--- src/rtl/mem_port_arbiter.sv ---
// Arbitrates the single-port unified memory between instruction fetch and load/store.
// Data side wins by default; a starvation counter forces a fetch grant after STARVE_MAX denials.
//
// prio state        | meaning
// PRIO_DATA         | data port has priority when both request
// PRIO_FETCH_FORCED | fetch has been starved; next fetch request wins
module mem_port_arbiter #(
  parameter int ADDR_W     = 32,
  parameter int DATA_W     = 32,
  parameter int STARVE_MAX = 4
) (
  input  logic              clk,
  input  logic              rst_n,
  input  logic              if_req,
  input  logic [ADDR_W-1:0] if_addr,
  output logic              if_gnt,
  output logic              if_rvalid,
  output logic [DATA_W-1:0] if_rdata,
  input  logic              d_req,
  input  logic              d_we,
  input  logic [ADDR_W-1:0] d_addr,
  input  logic [DATA_W-1:0] d_wdata,
  output logic              d_gnt,
  output logic              d_rvalid,
  output logic [DATA_W-1:0] d_rdata,
  output logic              mem_write_en,
  output logic [ADDR_W-1:0] mem_addr,
  output logic [DATA_W-1:0] mem_write_data,
  input  logic [DATA_W-1:0] mem_read_data
);

  localparam int CNT_W = $clog2(STARVE_MAX + 1);
  localparam logic [CNT_W-1:0] CNT_MAX = CNT_W'(STARVE_MAX);

  typedef enum logic {PRIO_DATA, PRIO_FETCH_FORCED} prio_e;
  typedef enum logic [1:0] {OWN_NONE, OWN_IF, OWN_D} owner_e;

  logic [CNT_W-1:0]  starve_cnt_q, starve_cnt_d;
  prio_e             prio_q, prio_d;
  owner_e            resp_owner_q, resp_owner_d;
  logic [DATA_W-1:0] if_rdata_q, if_rdata_d;
  logic [DATA_W-1:0] d_rdata_q, d_rdata_d;

  always_comb begin
    if_gnt = 1'b0;
    d_gnt  = 1'b0;
    if (rst_n) begin
      if (if_req && (prio_q == PRIO_FETCH_FORCED || !d_req)) if_gnt = 1'b1;
      else if (d_req)                                        d_gnt  = 1'b1;
    end

    mem_addr       = if_gnt ? if_addr : d_addr;
    mem_write_en   = d_gnt & d_we;
    mem_write_data = d_wdata;

    if_rvalid = rst_n && (resp_owner_q == OWN_IF);
    d_rvalid  = rst_n && (resp_owner_q == OWN_D);
    if_rdata  = if_rvalid ? mem_read_data : if_rdata_q;
    d_rdata   = d_rvalid  ? mem_read_data : d_rdata_q;
    if_rdata_d = if_rdata;
    d_rdata_d  = d_rdata;

    if (if_req && !if_gnt)
      starve_cnt_d = (starve_cnt_q == CNT_MAX) ? starve_cnt_q : starve_cnt_q + CNT_W'(1);
    else
      starve_cnt_d = '0;

    // Forced priority holds until the fetch actually gets its grant.
    if (if_gnt)                        prio_d = PRIO_DATA;
    else if (starve_cnt_d == CNT_MAX)  prio_d = PRIO_FETCH_FORCED;
    else                               prio_d = prio_q;

    if (if_gnt)              resp_owner_d = OWN_IF;
    else if (d_gnt && !d_we) resp_owner_d = OWN_D;
    else                     resp_owner_d = OWN_NONE;
  end

  always_ff @(posedge clk) begin
    if (!rst_n) begin
      starve_cnt_q <= '0;
      prio_q       <= PRIO_DATA;
      resp_owner_q <= OWN_NONE;
      if_rdata_q   <= '0;
      d_rdata_q    <= '0;
    end else begin
      starve_cnt_q <= starve_cnt_d;
      prio_q       <= prio_d;
      resp_owner_q <= resp_owner_d;
      if_rdata_q   <= if_rdata_d;
      d_rdata_q    <= d_rdata_d;
    end
  end

endmodule

--- config.mk ---
export PLATFORM = sky130hd
export DESIGN_NAME = mem_port_arbiter
export DESIGN_NICKNAME = d
export VERILOG_FILES = /design/src/rtl/mem_port_arbiter.sv
export SDC_FILE = /design/constraint.sdc
export NUM_CORES = 1
export LEC_CHECK = 0
export BUFFER_PORTS_ARGS = -buffer_cell sky130_fd_sc_hd__buf_2
export CORE_AREA = 2 2 104 106
export CTS_BUF_LIST = sky130_fd_sc_hd__clkbuf_2
export DETAILED_ROUTE_END_ITERATION = 7
export DIE_AREA = 0 0 106 108
export PLACE_DENSITY_LB_ADDON = 0.2
export SLEW_MARGIN = 20
export SYNTH_ARGS = -nofsm -noshare
export SYNTH_HDL_FRONTEND = slang
export SYNTH_SLANG_ARGS = --single-unit
--- constraint.sdc ---
create_clock -name clk -period 2.5 [get_ports clk]
set_clock_uncertainty 0.05 [all_clocks]
set_input_delay 0 -clock clk [delete_from_list [all_inputs] [get_ports clk]]
set_output_delay 0 -clock clk [all_outputs]
set_load 0.02 [all_outputs]
==> results by group <==
Outcome
  • Status: finished, final reports clean

Floorplan
  • Die area: 11400 sq um
  • Num rows: 37
  • Die span in x: 106 um
  • Core area: 10200 sq um
  • Num ports: 266
  • Starting density of the core: 36.1%
  • Die Height: 108 um

Placed design
  • Cell count after placement: 603
  • Post-DP HPWL: 7850 um
  • Worst slack, placed: 615 ps
  • GP Congestion: 0.805
  • Port bufs: 201

Synthesis
  • Compound-cell area share of the yosys netlist: 0.678%
  • Synth Area in Simple Gates: 14.8%
  • Post-Synth XOR/XNOR Area: 0%
  • Synth Warn #: 0
  • Post-synthesis mux area share: 35.2%
  • Flops & latches, synth: 70
  • Synth Area in Adders: 0.678%
  • Post-Syn Nets: 447
  • Largest family of logic cells by synthesized area: multiplexers
  • Post-Syn Instances: 312
  • Mapped Avg Cell Area: 11.8 sq um
  • Synth cell types: 24
  • Synth Cell Area: 3690 sq um
  • Sequential area share after synthesis: 38.0%

Critical path
  • Flop-to-flop setup slack: 170 ps
  • CP Class: in -> reg
  • Worst r2r path cells: 4
  • Critical path arrival: 2810 ps
  • Max Fanout on Critical Path: 33
  • CP endpoint kind: flop
  • Critical Path Sink: if_rdata_q[30]$_SDFF_PN0_
  • Required time of the critical path: 2860 ps
  • Setup crit start: rst_n
  • Startpoint types: input pin
  • Worst flop-to-flop path endpoint: if_rdata_q[30]$_SDFF_PN0_
  • Worst r2r src: resp_owner_q[1]$_SDFF_PP0_

Clock tree
  • Clk sink count: 70
  • TritonCTS buffer count: 9
  • Clk root buf: clkbuf_2
  • Htree depth: 3
  • Setup bufs post-CTS: 0
  • CTS tree: built
  • CTS clk-pin slew, worst paths: 200 ps
  • Clk_lat worst skew: 470 ps
  • Clock tree buffer depth: 2

Pwr
  • Power, Total: 0.00248 W
  • Power Dens Cells: 460 nW/um^2
  • IR drop worst, VDD: 0.199 mV
  • Leak: 2.89 nW

STA
  • FMAX: 0.409 GHz
  • Rel. slew slack: 54.3%
  • RSZ-0062 raised after global routing: false
  • Final Max Tran Viols: 0
  • Final setup violation count: 0
  • Setup_tns: 0 ps
  • Tightest Pin Transition: 686 ps
  • Worst setup margin: 53.0 ps
  • Period utilization: 97.9%
  • Tmin final: 2450 ps
  • Final Hold Vio Count: 0

Layout
  • Layout Nets: 686
  • Ant diodes: 0
  • Fillers: 942
  • Area grow syn2layout: 46.1%
  • Fin util: 52.7%
  • Cell Count, Final, Fillers Out: 692
  • Layout cells sized above 1: 57.0%

Drt
  • DRC: 0
  • Via density per instance: 4.35
  • Routed Wire Length: 10700 um
  • 1st-iter DRT viols: 57
  • First-pass DRT Iterations: 4
  • Routed vias: 3009
  • Wire per inst: 15.5 um
  • Routed Antenna Nets: 0

Global route
  • First-pass GRT wire length: 15900 um
  • Overall Global Routing Usage: 18.1%
  • Largest net degree at the start of global routing: 47
  • Grt ovf: 0
  • Vias in the first global route: 3047
  • Initial antenna violation count: 0

Job
  • Max-cap viol count: 0

Worst hold path
  • Worst Hold Class: in -> out
## worst min path at each step
| stage | start | endpoint | slack, ps | cells after the start |
|---|---|---|---|---|
| detailed placement | d_wdata[18] | mem_write_data[18] | -50 | 0 |
| global route | mem_read_data[10] | d_rdata_q[10]$_SDFF_PN0_ | 290 | 4 |
| finish | d_addr[7] | mem_addr[7] | 300 | 3 |
| floorplan | d_we | resp_owner_q[1]$_SDFF_PP0_ | 20 | 1 |
| CTS | mem_read_data[10] | d_rdata_q[10]$_SDFF_PN0_ | 270 | 4 |
| global placement | d_wdata[18] | mem_write_data[18] | -50 | 0 |
## timing repair
action | in CTS | in global routing
gates resized for setup | 0 | 0
hold buffers | 73 | 0
endpoints found under the hold margin | 102 | 0
## cells in the final DEF (no fill, tap or decap), drive strengths merged, types with 4 or more instances in the layout
cell type,synthesis,layout
buf,42,204
mux2,96,96
dlygate4sd3,0,73
dfxtp,70,70
and2,65,65
clkbuf,7,10
nor2,7,7
inv,5,5
nand2,4,4
## state kept, by name (all words and copies together) (netlist names)
| signal | count |
|---|---|
| d_rdata_q | 32 |
| if_rdata_q | 32 |
| starve_cnt_q | 3 |
| resp_owner_q | 2 |
| prio_q | 1 |
## layer usage
| metal | up-vias | GRT usage [%] | share of wire, % |
|---|---|---|---|
| li1 | 1479 | - | - |
| met1 | 1391 | 20.7 | 41 |
| met2 | 129 | 33.0 | 52 |
| met3 | 10 | 4.88 | 6.4 |
| met4 | 0 | 5.55 | 1.5 |
| met5 | - | 0 | 0 |
## cells by family (layout without fill, tap and decap cells)
logic type / count (synthesis) / count (layout)
flops: 70 / 70
simple gates: 86 / 86
fa+ha+maj: 2 / 2
compound gates: 4 / 4
buf+inv: 54 / 298
mux: 96 / 96
## worst max-delay path, cell delays in order
cell and delay [ps]:
dlygate4sd3_1 550, buf_2 400, nand3b_4 630, mux2_4 510, and2_1 160, dlygate4sd3_1 550
## per-stage QoR
step / hold WS (ps) / instance area [sq um]
final: 296 / 5400
after global routing: 294 / 5400
after global placement: -49.9 / 4530
after CTS: 268 / 5400
after detailed placement: -49.9 / 4530
after floorplan: 21.6 / 3690
## cell type report
type	instances	area (sq um)	share of cell area, %
timing repair buffer	277	1770	32.8
multi-input combinational	188	1900	35.2
sequential	70	1400	26.0
inverter	5	18.8	0.348
tap	136	170	3.15
clock buffer	10	50.0	0.928
clock inverter	6	86.3	1.60
## synthesized netlist by cell type, drive strengths merged
master / n / area share (%)
ha: 2 / 0.68
nor2b: 1 / 0.17
nand3b: 3 / 1.3
nor3: 1 / 0.14
nand3: 1 / 0.14
inv: 5 / 0.51
and2: 65 / 11
nand2: 4 / 0.41
or3b: 1 / 0.24
nand2b: 1 / 0.17
and3: 1 / 0.17
mux2: 96 / 35
and2b: 1 / 0.20
nor2: 7 / 0.91
a311o: 1 / 0.27
a21oi: 3 / 0.41
dfxtp: 70 / 38
clkbuf: 7 / 0.71
buf: 42 / 9.5
## report_power, final
part	switching, W	internal [W]	total, W
Combinational	0.000305	0.000292	0.000597
Clock	0.000404	0.000334	0.000738
Sequential	0.00000798	0.00114	0.00115
Total	0.000717	0.00177	0.00248
Power figures use the tool's default switching activity.
